--- src/rtl/seg7_mux_reader.sv ---
// rtl/seg7_mux_reader.sv - recovers BCD digits from a scanned 4-digit 7-segment display bus
module seg7_mux_reader #(
    parameter int SETTLE_CYCLES = 4,
    parameter int TIMEOUT       = 256
) (
    input  logic       clk,
    input  logic       reset,
    input  logic [6:0] seg_in,
    input  logic       dp_in,
    input  logic [3:0] sel_in,
    input  logic       seg_active_low,
    input  logic       sel_active_low,
    output logic [3:0] min_u,
    output logic [3:0] min_d,
    output logic [3:0] hrs_u,
    output logic [3:0] hrs_d,
    output logic [3:0] dp_bits,
    output logic       frame_valid,
    output logic       frame_strobe,
    output logic       time_valid,
    output logic       decode_err,
    output logic       sel_err,
    output logic       stale
);
    localparam int CW = (SETTLE_CYCLES > 2) ? $clog2(SETTLE_CYCLES) : 1;
    localparam int TW = $clog2(TIMEOUT) + 1;
    localparam logic [CW-1:0] CNT_MAX = CW'(SETTLE_CYCLES - 1);
    localparam logic [CW-1:0] CNT_ARM = CW'(SETTLE_CYCLES - 2);
    localparam logic [TW-1:0] TMO_MAX = TW'(TIMEOUT);
    localparam logic [TW-1:0] TMO_ARM = TW'(TIMEOUT - 1);

    // returns {valid, digit}
    function automatic logic [4:0] decode(input logic [6:0] s);
        case (s)
            7'h3F: decode = 5'h10;
            7'h06: decode = 5'h11;
            7'h5B: decode = 5'h12;
            7'h4F: decode = 5'h13;
            7'h66: decode = 5'h14;
            7'h6D: decode = 5'h15;
            7'h7C: decode = 5'h16;
            7'h07: decode = 5'h17;
            7'h7F: decode = 5'h18;
            7'h67: decode = 5'h19;
            default: decode = 5'h00;
        endcase
    endfunction

    logic [6:0]      seg_s1_q, seg_s2_q;
    logic            dp_s1_q, dp_s2_q;
    logic [3:0]      sel_s1_q, sel_s2_q;
    logic [11:0]     pat_q;
    logic [CW-1:0]   count_q, count_d;
    logic [TW-1:0]   timer_q, timer_d;
    logic [3:0][3:0] slot_q, slot_d;
    logic [3:0]      dpw_q, dpw_d;
    logic [3:0]      mask_q, mask_d;
    logic [3:0][3:0] dig_q, dig_d;
    logic [3:0]      dpo_q, dpo_d;
    logic            valid_q, valid_d, strobe_q, strobe_d, tv_q, tv_d;
    logic            derr_q, derr_d, serr_q, serr_d, stale_q, stale_d;

    logic [6:0]  seg_n;
    logic        dp_n;
    logic [3:0]  sel_n;
    logic [11:0] pat;
    logic [4:0]  dec;
    logic        same, capture, sel_ok, good, publish, timeout_hit;

    always_comb begin
        seg_n   = seg_s2_q ^ {7{seg_active_low}};
        dp_n    = dp_s2_q ^ seg_active_low;
        sel_n   = sel_s2_q ^ {4{sel_active_low}};
        pat     = {sel_n, dp_n, seg_n};
        same    = (pat == pat_q);
        capture = same && (count_q == CNT_ARM);
        dec     = decode(seg_n);
        sel_ok  = $onehot(sel_n);
        good    = capture && sel_ok && dec[4];
        publish = good && ((mask_q | sel_n) == 4'hF);
        // a good capture on the timeout edge keeps the bus alive
        timeout_hit = !good && (timer_q == TMO_ARM);

        count_d = same ? ((count_q == CNT_MAX) ? count_q : count_q + CW'(1)) : '0;
        timer_d = good ? '0 : ((timer_q == TMO_MAX) ? timer_q : timer_q + TW'(1));
        slot_d  = slot_q;
        dpw_d   = dpw_q;
        mask_d  = good ? (mask_q | sel_n) : mask_q;
        for (int i = 0; i < 4; i++) begin
            if (good && sel_n[i]) begin
                slot_d[i] = dec[3:0];
                dpw_d[i]  = dp_n;
            end
        end

        dig_d    = dig_q;
        dpo_d    = dpo_q;
        valid_d  = valid_q;
        tv_d     = tv_q;
        stale_d  = stale_q;
        strobe_d = publish;
        derr_d   = capture && sel_ok && !dec[4];
        serr_d   = capture && !sel_ok;
        if (publish) begin
            dig_d   = slot_d;
            dpo_d   = dpw_d;
            valid_d = 1'b1;
            stale_d = 1'b0;
            mask_d  = '0;
            tv_d    = (slot_d[1] <= 4'd5) && (slot_d[3] <= 4'd2) &&
                      ((slot_d[3] < 4'd2) || (slot_d[2] <= 4'd3));
        end else if (timeout_hit) begin
            stale_d = 1'b1;
            valid_d = 1'b0;
            mask_d  = '0;
        end
    end

    always_ff @(posedge clk) begin
        if (reset) begin
            seg_s1_q <= '0; seg_s2_q <= '0;
            dp_s1_q  <= 1'b0; dp_s2_q <= 1'b0;
            sel_s1_q <= '0; sel_s2_q <= '0;
            pat_q    <= '0;
            count_q  <= '0;
            timer_q  <= '0;
            slot_q   <= '0;
            dpw_q    <= '0;
            mask_q   <= '0;
            dig_q    <= '0;
            dpo_q    <= '0;
            valid_q  <= 1'b0;
            strobe_q <= 1'b0;
            tv_q     <= 1'b0;
            derr_q   <= 1'b0;
            serr_q   <= 1'b0;
            stale_q  <= 1'b0;
        end else begin
            seg_s1_q <= seg_in; seg_s2_q <= seg_s1_q;
            dp_s1_q  <= dp_in;  dp_s2_q  <= dp_s1_q;
            sel_s1_q <= sel_in; sel_s2_q <= sel_s1_q;
            pat_q    <= pat;
            count_q  <= count_d;
            timer_q  <= timer_d;
            slot_q   <= slot_d;
            dpw_q    <= dpw_d;
            mask_q   <= mask_d;
            dig_q    <= dig_d;
            dpo_q    <= dpo_d;
            valid_q  <= valid_d;
            strobe_q <= strobe_d;
            tv_q     <= tv_d;
            derr_q   <= derr_d;
            serr_q   <= serr_d;
            stale_q  <= stale_d;
        end
    end

    assign min_u        = dig_q[0];
    assign min_d        = dig_q[1];
    assign hrs_u        = dig_q[2];
    assign hrs_d        = dig_q[3];
    assign dp_bits      = dpo_q;
    assign frame_valid  = valid_q;
    assign frame_strobe = strobe_q;
    assign time_valid   = tv_q;
    assign decode_err   = derr_q;
    assign sel_err      = serr_q;
    assign stale        = stale_q;
endmodule

--- config.mk ---
export PLATFORM = sky130hd
export DESIGN_NAME = seg7_mux_reader
export DESIGN_NICKNAME = d
export VERILOG_FILES = /design/src/rtl/seg7_mux_reader.sv
export SDC_FILE = /design/constraint.sdc
export NUM_CORES = 1
export LEC_CHECK = 0
export BUFFER_PORTS_ARGS = -buffer_cell sky130_fd_sc_hd__buf_2
export CAP_MARGIN = 20
export CORE_ASPECT_RATIO = 0.7
export CORE_UTILIZATION = 25
export CTS_CLUSTER_DIAMETER = 50
export CTS_CLUSTER_SIZE = 20
export DETAILED_ROUTE_END_ITERATION = 6
export HOLD_SLACK_MARGIN = 0.03
export PLACE_DENSITY_LB_ADDON = 0.25
export REMOVE_ABC_BUFFERS = 1
export SYNTH_ARGS = -nofsm -noshare
export SYNTH_HDL_FRONTEND = slang
export SYNTH_SLANG_ARGS = --single-unit
--- constraint.sdc ---
create_clock -name clk -period 4 [get_ports clk]
set_input_delay 0.4 -clock clk [delete_from_list [all_inputs] [get_ports clk]]
set_output_delay 0.4 -clock clk [all_outputs]
set_load 0.005 [all_outputs]
# Word-level counts from Yosys, hierarchy flattened
# Index checks and enable logic that the tools add are counted.
op_classes:
  add_sub_neg: 5
  order_cmp: 4
  n_eq_ne: 17
  n_mux: 11
  n_bitwise: 5
  reduce_logical: 22
op_table:
  columns: ["cell", "count"]
  rows:
  - ["one-hot mux 5 bit (10 select lines)", 1]
  - ["equality test 7 bit (second input constant)", 7]
  - ["2-to-1 mux 4 bit", 4]
  - ["equality test 7 x 3 -> 1 bit (second input constant)", 2]
  - ["logical AND 1 bit", 13]
  - ["equality test 12 bit", 1]
  - ["adder 9 x 1 -> 9 bit (second input constant)", 1]
  - ["equality test 9 x 8 -> 1 bit (second input constant)", 1]
  - ["equality test 9 bit (second input constant)", 1]
  - ["less-or-equal comparator 4 x 2 -> 1 bit (second input constant)", 2]
  - ["equality test 7 x 6 -> 1 bit (second input constant)", 1]
  - ["XOR 7 bit", 1]
  - ["2-to-1 mux 1 bit", 6]
  - ["OR reduction 2 bit", 3]
  - ["adder 1 x 1 -> 2 bit", 2]
  - ["equality test 2 bit (second input constant)", 2]
  - ["equality test 4 bit (second input constant)", 1]
  - ["less-or-equal comparator 4 x 3 -> 1 bit (second input constant)", 1]
  - ["< comparator 4 x 2 -> 1 bit (second input constant)", 1]
  - ["OR 4 bit", 1]
  - ["XOR 4 bit", 1]
  - ["adder 2 x 2 -> 3 bit", 1]
  - ["equality test 3 x 1 -> 1 bit (second input constant)", 1]
  - ["zero test 1 bit", 3]
  - ["6 further kinds", 6]
totals:
  reg_bits: 97
  output_inout_bits: 26

# Logic depth before layout (Yosys ltp)
# Gate-level depths: netlist (run 1).
logic_depth:
  ltp_word: 11
  ltp_mapped: 15

# Least setup slack after synthesis (run 1)
# Ideal clock, no wire load.
synth_path:
  path_kind: "input -> register"
  from: "in sel_active_low"
  to: "reg dig_q (netlist bit hrs_d[1])"
  setup_time_ns: 0.115
  t_arrival_ns: 3.525
  required_ns: 3.885
  path_slack_ns: 0.360
  cell_stages: 13
  n_path_buf: 1
  path_cell_list: "buf_2 > xnor2_1 > inv_1 > fa_1 > ha_1 > ha_1 > nor2_1 > and3_1 > o211ai_4 > a211oi_4 > mux2i_1 > o21ai_1 > and2_1"
synth_between:
  elab_chain_cells: 8
  word_cells_on_any_way: 14
synth_rtl:
  columns: ["item", "line_no", "rtl"]
  rows:
  - ["start, declared", "12", "input logic sel_active_low,"]
  - ["XOR 4 bit *", "73", "sel_n = sel_s2_q ^ {4{sel_active_low}};"]
  - ["via sel_n[3]", "65", "logic [3:0] sel_n;"]
  - ["adder 1 x 1 -> 2 bit (implied by the code)", "78", "sel_ok = $onehot(sel_n);"]
  - ["adder 2 x 2 -> 3 bit (implied by the code)", "78", null]
  - ["equality test 3 x 1 -> 1 bit", "78", null]
  - ["logical AND 1 bit (2 in a row)", "79", "good = capture && sel_ok && dec[4];"]
  - ["logical AND 1 bit", "90", "if (good && sel_n[i]) begin"]
  - ["2-to-1 mux 4 bit", "90", null]
  - ["end signal, assigned", "148", "dig_q <= dig_d;"]
  - ["end, declared", "58", "logic [3:0][3:0] dig_q, dig_d;"]
# Mark *: on every way through the listed nets, which the timed path passes. The rest lies on a longest branch.
# A chain may end at the register's enable or synchronous reset.

# Worst setup path after layout (run 1)
layout_path:
  from: "reg sel_s2_q[1]"
  to: "reg tv_q (netlist: time_valid)"
layout_between:
  elab_chain_cells: 11
  word_cells_on_any_way: 24
layout_rtl:
  columns: ["item", "line_no", "rtl"]
  rows:
  - ["start, declared", "51", "logic [3:0] sel_s1_q, sel_s2_q;"]
  - ["start signal, assigned", "141", "sel_s1_q <= sel_in; sel_s2_q <= sel_s1_q;"]
  - ["XOR 4 bit *", "73", null]
  - ["via sel_n[1]", "65", null]
  - ["adder 1 x 1 -> 2 bit (implied by the code)", "78", null]
  - ["adder 2 x 2 -> 3 bit (implied by the code)", "78", null]
  - ["equality test 3 x 1 -> 1 bit", "78", null]
  - ["logical AND 1 bit (2 in a row)", "79", null]
  - ["logical AND 1 bit", "90", null]
  - ["2-to-1 mux 4 bit", "90", null]
  - ["less-or-equal comparator 4 x 3 -> 1 bit (tied with other cells)", "110", "tv_d = (slot_d[1] <= 4'd5) && (slot_d[3] <= 4'd2) &&"]
  - ["logical AND 1 bit or logical OR 1 bit (tied branches)", "110, 111", null]
  - ["logical AND 1 bit", "110", null]
  - ["end signal, assigned", "152", "tv_q <= tv_d;"]
  - ["end, declared", "60", "logic valid_q, valid_d, strobe_q, strobe_d, tv_q, tv_d;"]
# Marked as above.

==> flow_summary_export.csv, run 1 <==
group,metric,value,unit
sta,fin_crit_sh,0.882,
final_layout,fillCellCount,1727,
logic_synthesis,avgSynthCellArea,9.48,µm²
final_layout,final_cell_mix,"dfxtp_1, nor2_1, buf_2, nand2_1, nor2b_1",
setup_path,max_stage_delay,0.50,ns
sta,worst_slew_pin_slew,1.01,ns
cts,clk_path_buf_depth,2,
logic_synthesis,synth_area_leader_cell,"dfxtp_1",
sta,slew_viol_final,0,
floorplanning,pin_count,42,
sta,final.setup_skew,0.00626,ns
power_and_ir_drop,p_per_area,415,nW/µm²
place,place_area,4730,µm²
final_layout,final-seq-area,1940,µm²
setup_path,worstPathRequired,4.27,ns
final_layout,antenna_cells,0,
sta,setup_viol,0,
sta,maxSlewHeadroom,0.321,
setup_path,worstSetupPathType,"reg -> reg",
logic_synthesis,yosys-top-cells-area,"dfxtp_1, nor2_1, mux2i_1",
final_layout,layout-drive-gt1-share,0.176,
sta,whs,0.260,ns
place,place_congestion,0.798,
sta,tns,0,ns
routing,ant_nets,0,
logic_synthesis,netlist_area,4280,µm²
logic_synthesis,ys_seq_area_frac,0.453,
logic_synthesis,synth_edf_count,0,
routing,dr_total_vias,3126,
floorplanning,die_area,17700,µm²
logic_synthesis,synth-main-ff-cell,"dfxtp_1",
routing,route.detailed.drc,0,
sta,timing.final.ws_setup,0.473,ns
cts,clkTransAtPathRegs,0.07,ns
run_status,outcome,"complete, no violations",
logic_synthesis,synthesis.instances,452,
routing,drtPass1Iterations,5,
sta,hold_violations,0,
logic_synthesis,synth_warnings,0,
setup_path,worstPathCellList,"xnor2_1 -> inv_1 -> fa_1 -> ha_1 -> ha_1 -> nor2_1 -> and3_1 -> o211ai_4 -> a211oi_4 -> mux2i_1 -> o21ai_1 -> a22oi_1",
sta,fin_crit,3.53,ns
cts,cts.sinks,97,
logic_synthesis,synth_cell_types,60,
global_route,antenna_found_initial,0,
final_layout,postLayoutCellArea,5060,µm²
setup_path,arrival,3.79,ns
global_route,grt_use_total,0.113,
final_layout,areaGrowthSynthToFinish,18.1,%
final_layout,final_common_cell,"dfxtp_1",
setup_path,critPathCaptureType,"flip-flop",
job,cap_violations,0,
cts,post_cts_resize_count,0,
floorplanning,die_h,112,µm
power_and_ir_drop,ir_worst_vdd,0.207,mV
hold_path,min_path_type,"in -> reg",
cts,cts-root-buf,"clkbuf_16",
routing,drt-total-wl,9250,µm
global_route,grt_pass1_wl,15700,µm
setup_path,crit_path_top_delay_cell,"fa_1",
power_and_ir_drop,total_power,2.10,mW
final_layout,final_nets,513,
place,port_buffers,41,
place,dp_hpwl,6660,µm
floorplanning,start_util,0.259,
logic_synthesis,ys_async_sr_fraction,0,
floorplanning,chipWidth,158,µm
cts,post_cts_buffers,0,
cts,htreeDepth,3,
routing,vias_per_cell,4.35,
cts,clock_latency,0.34,ns
logic_synthesis,ys_ff_latch,97,
global_route,grt_pass1_vias,3043,
sta,timing.fmax,284,MHz
setup_path,critPathTopFamily,"compound AO/OA/AOI/OAI gates",
power_and_ir_drop,leakage,1.89,nW
global_route,grt_overflow,0,
logic_synthesis,yosys.area.top_type_share,0.453,
routing,drtIter0Drc,162,
sta,rsz0062_at_grt,"no",
setup_path,critPathLaunchType,"flip-flop",
cts,cts_buffers,9,
floorplanning,fp-row-count,39,
floorplanning,coreArea,16500,µm²
final_layout,multi_input_area,2180,µm²
global_route,grt_max_degree,78,
place,pre_cts_slack,0.277,ns
setup_path,cp_common_cell,"ha_1",
setup_path,path_buf_inv,1,
setup_path,worst-path-max-fanout,10,
cts,cts_tree,"done",
routing,wl_per_cell,12.9,µm
cts,postCtsHoldBufs,0,
worst reg2reg max path, cell delays in order (launching register included):
cell and delay (ns):
dfxtp_1 0.33, xnor2_1 0.24, inv_1 0.16, fa_1 0.50, ha_1 0.20, ha_1 0.26
nor2_1 0.14, and3_1 0.28, o211ai_4 0.22, a211oi_4 0.46, mux2i_1 0.34, o21ai_1 0.13
a22oi_1 0.20
power breakdown:
group	switching (mW)	internal, mW
sequential	0.0167	0.988
clock	0.380	0.553
combinational	0.0947	0.0683
total	0.492	1.61
sequential cells by signal, summed over array words and instances, names as in the netlist, 7 cells and up:
| signal | cells |
|---|---|
| pat_q | 12 |
| seg_s1_q | 7 |
| seg_s2_q | 7 |
| slot_q | 16 |
| timer_q | 9 |
synth_stat cells, drive strengths merged (3+ instances only):
cell type / number
dfxtp: 97
nor2: 67
nand2: 36
nor2b: 26
a21oi: 18
mux2i: 18
xnor2: 16
buf: 15
xor2: 13
inv: 11
nand2b: 11
o21a: 10
clkbuf: 9
o21ai: 9
nand3: 8
a211oi: 7
a22oi: 7
ha: 7
and2: 6
o22ai: 6
or2: 5
nor4: 4
and3: 3
nand3b: 3
nand4: 3
nor3: 3
o22a: 3
or3: 3
or3b: 3
per-layer routing:
metal | GRT usage | part of all wire
met2 | 0.161 | 0.41
met3 | 0.0319 | 0.046
met4 | 0.0288 | 0.011
met1 | 0.165 | 0.53
met5 | 0 | 0
cells by family (layout without fill, tap and decap cells):
kind of cell / count (synthesis) / count (layout) / share of synthesized area
adder cells (fa/ha/maj): 8 / 8 / 0.0251
AO/OA/AOI/OAI: 75 / 75 / 0.145
buffers and inverters: 35 / 77 / 0.0388
XOR/XNOR: 31 / 31 / 0.0698
flip-flops: 97 / 97 / 0.453
AND/OR/NAND/NOR: 187 / 187 / 0.223
multiplexers: 19 / 19 / 0.0447
final cells by class:
cell class / instances / area share
well taps: 225 / 0.0556
multi-input cells: 320 / 0.432
clock buffers: 9 / 0.0445
flip-flops and latches: 97 / 0.384
repair buffers: 50 / 0.0564
inverters: 11 / 0.00816
clock inverters: 7 / 0.0200
stage by stage:
step / util / cells
CTS: 0.306 / 719
global placement: 0.286 / 703
floorplan: - / 428
finish: 0.306 / 719
detailed placement: 0.286 / 703
global route: 0.306 / 719
path summary, 6_finish.rpt:
path                from          end  slack (ns)  depth (start not counted)
max          sel_s2_q[1]   time_valid        0.47                         12
max reg2reg  sel_s2_q[1]   time_valid        0.47                         12
min            seg_in[4]  seg_s1_q[4]        0.26                          2
min reg2reg  seg_s1_q[6]  seg_s2_q[6]        0.44                          1
Power figures use the tool's default switching activity.
==> run 2: changes to the inputs <==
CORE_ASPECT_RATIO = not set   (was 0.7)
PLACE_DENSITY_LB_ADDON = 0.05   (was 0.25)
==> run 2 against run 1 <==
Compared with the run above:
- design area is 0.62% lower
- clock power shrank 2.8%
- combinational power about the same
- worst hold slack worse by 0.0078 ns
- count of clock-buffer cells in the layout unchanged
- final cell count is 0.70% lower
- largest cell class unchanged
- power fell by 1.3%
- wire length increased by 12%
- non-clock buffer count is the same
- register-to-register slack got worse by 0.07 ns
- via count rose by 1.1%
==> flow_summary_export.csv, run 2 (same netlist as run 1, synthesis figures left out) <==
group,metric,value,unit
run_status,outcome,"complete, no violations",
floorplanning,die_h,133,µm
global_route,grt_pass1_wl,17100,µm
setup_path,worstSetupPathType,"reg -> reg",
setup_path,regToRegSetupSlack,0.40,ns
cts,cts.sinks,97,
power_and_ir_drop,pwr-share-seq,0.485,
cts,cts_tree,"done",
sta,timing.final.ws_setup,0.400,ns
place,place_area,4720,µm²
final_layout,multi_input_area,2180,µm²
place,pre_cts_slack,0.159,ns
global_route,antenna_found_initial,0,
final_layout,final_util,0.302,
global_route,grt_pass1_vias,3100,
hold_path,min_path_type,"in -> reg",
sta,setup_viol,0,
routing,wl_per_cell,14.6,µm
floorplanning,pin_count,42,
final_layout,postLayoutCellArea,5030,µm²
setup_path,worst-path-max-fanout,10,
final_layout,areaGrowthSynthToFinish,17.4,%
power_and_ir_drop,ir_worst_vdd,0.187,mV
final_layout,antenna_cells,0,
sta,fin_crit_sh,0.900,
floorplanning,start_util,0.257,
sta,fin_crit,3.60,ns
final_layout,final-seq-area,1940,µm²
final_layout,top_regs,"slot_q: 16 flops, pat_q: 12 flops, timer_q: 9 flops",
setup_path,reg2reg_from,"sel_s2_q[1]",
cts,postCtsHoldBufs,0,
global_route,grt_max_degree,78,
routing,route.detailed.drc,0,
final_layout,top_register,"slot_q",
cts,post_cts_buffers,0,
sta,tns,0,ns
sta,final.setup_skew,0.0109,ns
routing,drtPass1Iterations,4,
sta,timing.fmax,278,MHz
final_layout,final_cell_mix,"dfxtp_1, nor2_1, buf_2, nand2_1, nor2b_1",
floorplanning,die_area,17700,µm²
final_layout,final_common_cell,"dfxtp_1",
job,cap_violations,0,
final_layout,fillCellCount,1765,
setup_path,critPathLaunch,"sel_s2_q[1]",
routing,vias_per_cell,4.43,
cts,cts_buffers,9,
setup_path,critPathLaunchType,"flip-flop",
hold_path,min_from,"seg_in[0]",
place,port_buffers,41,
power_and_ir_drop,leakage,1.89,nW
cts,clk_path_buf_depth,2,
power_and_ir_drop,p_int,1.55,mW
setup_path,critPathCaptureType,"flip-flop",
cts,cts-root-buf,"clkbuf_16",
routing,drt-total-wl,10400,µm
power_and_ir_drop,switching_share,0.252,
sta,whs,0.252,ns
sta,slew_viol_final,0,
routing,dr_total_vias,3161,
final_layout,largest_reg_flops,16,
floorplanning,chipWidth,133,µm
final_layout,layout-drive-gt1-share,0.176,
sta,worst_slew_pin_slew,0.869,ns
sta,rsz0062_at_grt,"no",
setup_path,arrival,3.81,ns
routing,drtIter0Drc,117,
cts,clock_latency,0.35,ns
cts,clkTransAtPathRegs,0.07,ns
sta,maxSlewHeadroom,0.421,
global_route,grt_use_total,0.127,
routing,ant_nets,0,
floorplanning,fp-row-count,47,
place,place_congestion,0.800,
cts,htreeDepth,3,
power_and_ir_drop,p_per_area,413,nW/µm²
power_and_ir_drop,power.switching,0.523,mW
setup_path,worstPathRequired,4.21,ns
place,dp_hpwl,7090,µm
floorplanning,coreArea,16600,µm²
power_and_ir_drop,clock_power_share,0.438,
power_and_ir_drop,combPwrFrac,0.078,
global_route,grt_overflow,0,
final_layout,final_nets,513,
cts,post_cts_resize_count,0,
sta,hold_violations,0,
## run 2: cell count changes in the layout (fill, tap and decap cells not counted), sizes merged
cell and delta:
bufinv -1, inv +1, clkinv +2, clkinvlp -2
## run 2: per-layer routing
metal  GRT usage  vias to the layer above  share of wire
li1            -                     1605              -
met1       0.175                     1497           0.52
met2       0.194                       48           0.43
met3      0.0314                       11          0.036
met4      0.0421                        0          0.013
met5           0                        -              0
## run 2: final cells by class
type	count	area share
multi-input cells	320	0.434
clock inverters	7	0.0177
clock buffers	9	0.0448
repair buffers	50	0.0542
inverters	11	0.00821
well taps	220	0.0547
flip-flops and latches	97	0.386
## run 2: worst paths after layout
path	end	cells after the start
worst max-delay path	min_d[1]	12
worst min-delay path	seg_s1_q[0]	2
worst min register to register	seg_s2_q[0]	1
worst max register to register	min_d[1]	12
## run 2: critical path: stages (launching register included)
cell      delay [ns]
dfxtp_1         0.33
xnor2_1         0.22
inv_1           0.14
fa_1            0.50
ha_1            0.20
ha_1            0.27
nor2_1          0.17
and3_1          0.27
o211ai_4        0.22
a211oi_4        0.55
mux2i_1         0.38
o21a_1          0.17
nor2_1          0.03
## run 2: per-stage QoR
stage / instances / power, mW
3_3_place_gp: 698 / 1.19
3_5_place_dp: 698 / 1.19
2_1_floorplan: 428 / 1.13
5_1_grt: 714 / 2.17
4_1_cts: 714 / 2.12
6_report: 714 / 2.08
## run 2: power groups by stage
| stage | combinational, mW | sequential [mW] | clock (mW) |
|---|---|---|---|
| final | 0.161 | 1.01 | 0.908 |
| after floorplan | 0.104 | 1.02 | 0 |
| after CTS | 0.165 | 1.01 | 0.949 |
| after global placement | 0.163 | 1.03 | 0 |
| after global routing | 0.184 | 1.01 | 0.979 |
| after detailed placement | 0.164 | 1.03 | 0 |
==> run 3: changes to the inputs <==
CORE_ASPECT_RATIO = 0.5   (was not set)
CORE_UTILIZATION = 55   (was 25)
==> run 3 against run 2 <==
Compared with the run above:
- combinational power about the same
- critical path depth unchanged
- count of clock-buffer cells in the layout up 3
- largest power group unchanged
- via count up 2.4%
- wire length down 16%
- non-clock buffer count up 3
- clock skew down 0.0025 ns
==> flow_summary_export.csv, run 3 (same netlist as run 1, synthesis figures left out) <==
group,metric,value,unit
sta,fin_crit,3.47,ns
run_status,outcome,"complete, no violations",
floorplanning,die_h,64.4,µm
sta,fin_crit_sh,0.868,
final_layout,fillCellCount,640,
final_layout,final_cell_mix,"dfxtp_1, nor2_1, buf_2, nand2_1, nor2b_1",
floorplanning,pin_count,42,
routing,drt-total-wl,8730,µm
final_layout,top_register,"slot_q",
sta,worst_slew_pin_slew,0.785,ns
cts,clk_path_buf_depth,2,
setup_path,worstPathCellList,"xnor2_1 -> inv_1 -> fa_1 -> ha_1 -> ha_1 -> nor2_1 -> and3_1 -> o211ai_4 -> a211oi_4 -> mux2i_1 -> o21ai_1 -> a22oi_1",
setup_path,arrival,3.73,ns
final_layout,final-seq-area,1940,µm²
final_layout,final_common_cell,"dfxtp_1",
sta,tns,0,ns
global_route,grt_pass1_vias,3068,
floorplanning,start_util,0.576,
global_route,grt_use_total,0.239,
final_layout,multi_input_area,2180,µm²
routing,ant_nets,0,
setup_path,regToRegSetupSlack,0.53,ns
cts,clkTransAtPathRegs,0.06,ns
sta,slew_viol_final,0,
final_layout,antenna_cells,0,
final_layout,postLayoutCellArea,4870,µm²
cts,htreeDepth,3,
final_layout,areaGrowthSynthToFinish,13.8,%
power_and_ir_drop,switching_share,0.236,
hold_path,min_path_type,"in -> reg",
power_and_ir_drop,combPwrFrac,0.082,
routing,drtIter0Drc,226,
power_and_ir_drop,power.switching,0.463,mW
place,dp_hpwl,6070,µm
sta,rsz0062_at_grt,"no",
setup_path,max_stage_delay,0.47,ns
final_layout,largest_reg_flops,16,
cts,cts.sinks,97,
cts,post_cts_resize_count,0,
cts,post_cts_buffers,0,
setup_path,path_buf_inv,1,
global_route,grt_pass1_wl,14800,µm
routing,wl_per_cell,14.7,µm
global_route,grt_overflow,0,
setup_path,worst-path-max-fanout,10,
cts,cts_buffers,9,
setup_path,crit_path_top_delay_cell,"fa_1",
floorplanning,coreArea,7430,µm²
setup_path,cp_common_cell,"ha_1",
cts,cts-root-buf,"clkbuf_16",
sta,final.setup_skew,0.00837,ns
setup_path,critPathLaunchType,"flip-flop",
place,port_buffers,41,
floorplanning,fp-row-count,22,
power_and_ir_drop,ir_worst_vdd,0.191,mV
setup_path,critPathCaptureType,"flip-flop",
routing,dr_total_vias,3238,
sta,hold_violations,0,
place,place_congestion,0.856,
global_route,antenna_found_initial,0,
global_route,grt_max_degree,78,
power_and_ir_drop,p_int,1.49,mW
sta,timing.fmax,288,MHz
power_and_ir_drop,leakage,1.88,nW
routing,vias_per_cell,5.46,
sta,setup_viol,0,
routing,route.detailed.drc,0,
place,place_area,4600,µm²
power_and_ir_drop,p_per_area,402,nW/µm²
floorplanning,die_area,8170,µm²
cts,postCtsHoldBufs,0,
final_layout,layout-drive-gt1-share,0.177,
cts,cts_tree,"done",
final_layout,top_regs,"slot_q: 16 flops, pat_q: 12 flops, timer_q: 9 flops",
floorplanning,chipWidth,127,µm
sta,maxSlewHeadroom,0.477,
job,cap_violations,0,
setup_path,critPathTopFamily,"compound AO/OA/AOI/OAI gates",
cts,clock_latency,0.34,ns
final_layout,final_nets,516,
power_and_ir_drop,pwr-share-seq,0.514,
setup_path,worstSetupPathType,"reg -> reg",
routing,drtPass1Iterations,5,
setup_path,worstPathRequired,4.26,ns
power_and_ir_drop,clock_power_share,0.404,
-- run 3: layout make-up --
cell class,count,share of cell area
flip-flops and latches,97,0.398
multi-input cells,320,0.446
inverters,11,0.00847
well taps,96,0.0246
clock buffers,12,0.0506
clock inverters,4,0.00565
repair buffers,53,0.0657
-- run 3: worst register-to-register path: stages (launching register included) --
cell and delay [ns]:
dfxtp_1 0.34, xnor2_1 0.24, inv_1 0.14, fa_1 0.47, ha_1 0.21, ha_1 0.27
nor2_1 0.17, and3_1 0.27, o211ai_4 0.22, a211oi_4 0.44, mux2i_1 0.31, o21ai_1 0.12
a22oi_1 0.20
-- run 3: power by group through the flow --
| stage | Sequential [mW] | Combinational (mW) | Clock, mW |
|---|---|---|---|
| after detailed placement | 1.03 | 0.159 | 0 |
| after global placement | 1.03 | 0.152 | 0 |
| after floorplan | 1.02 | 0.104 | 0 |
| after CTS | 1.01 | 0.160 | 0.811 |
| final | 1.01 | 0.160 | 0.791 |
| after global routing | 1.01 | 0.179 | 0.854 |
-- run 3: per-layer routing --
layer | part of all wire | up-vias | track usage
met3 | 0.049 | 4 | 0.0712
met1 | 0.49 | 1558 | 0.325
met2 | 0.45 | 61 | 0.367
met4 | 0.0061 | 0 | 0.0670
met5 | 0 | - | 0
li1 | - | 1615 | -
-- run 3: worst paths after layout --
kind,from,endpoint,cells after the start
worst min register to register,sel_s1_q[3],sel_s2_q[3],1
worst max register to register,sel_s2_q[3],time_valid,12
worst max-delay path,sel_s2_q[3],time_valid,12
worst min-delay path,sel_in[3],sel_s1_q[3],2
-- run 3: metrics by stage --
| step | setup slack, ns | hold slack [ns] | cells | utilization | total power, mW |
|---|---|---|---|---|---|
| 2_1_floorplan | 0.420 | 0.414 | 428 | - | 1.13 |
| 3_3_place_gp | 0.435 | 0.418 | 577 | 0.619 | 1.18 |
| 3_5_place_dp | 0.355 | 0.426 | 577 | 0.619 | 1.19 |
| 4_1_cts | 0.525 | 0.260 | 593 | 0.656 | 1.98 |
| 5_1_grt | 0.247 | 0.271 | 593 | 0.656 | 2.04 |
| 6_report | 0.529 | 0.266 | 593 | 0.656 | 1.96 |
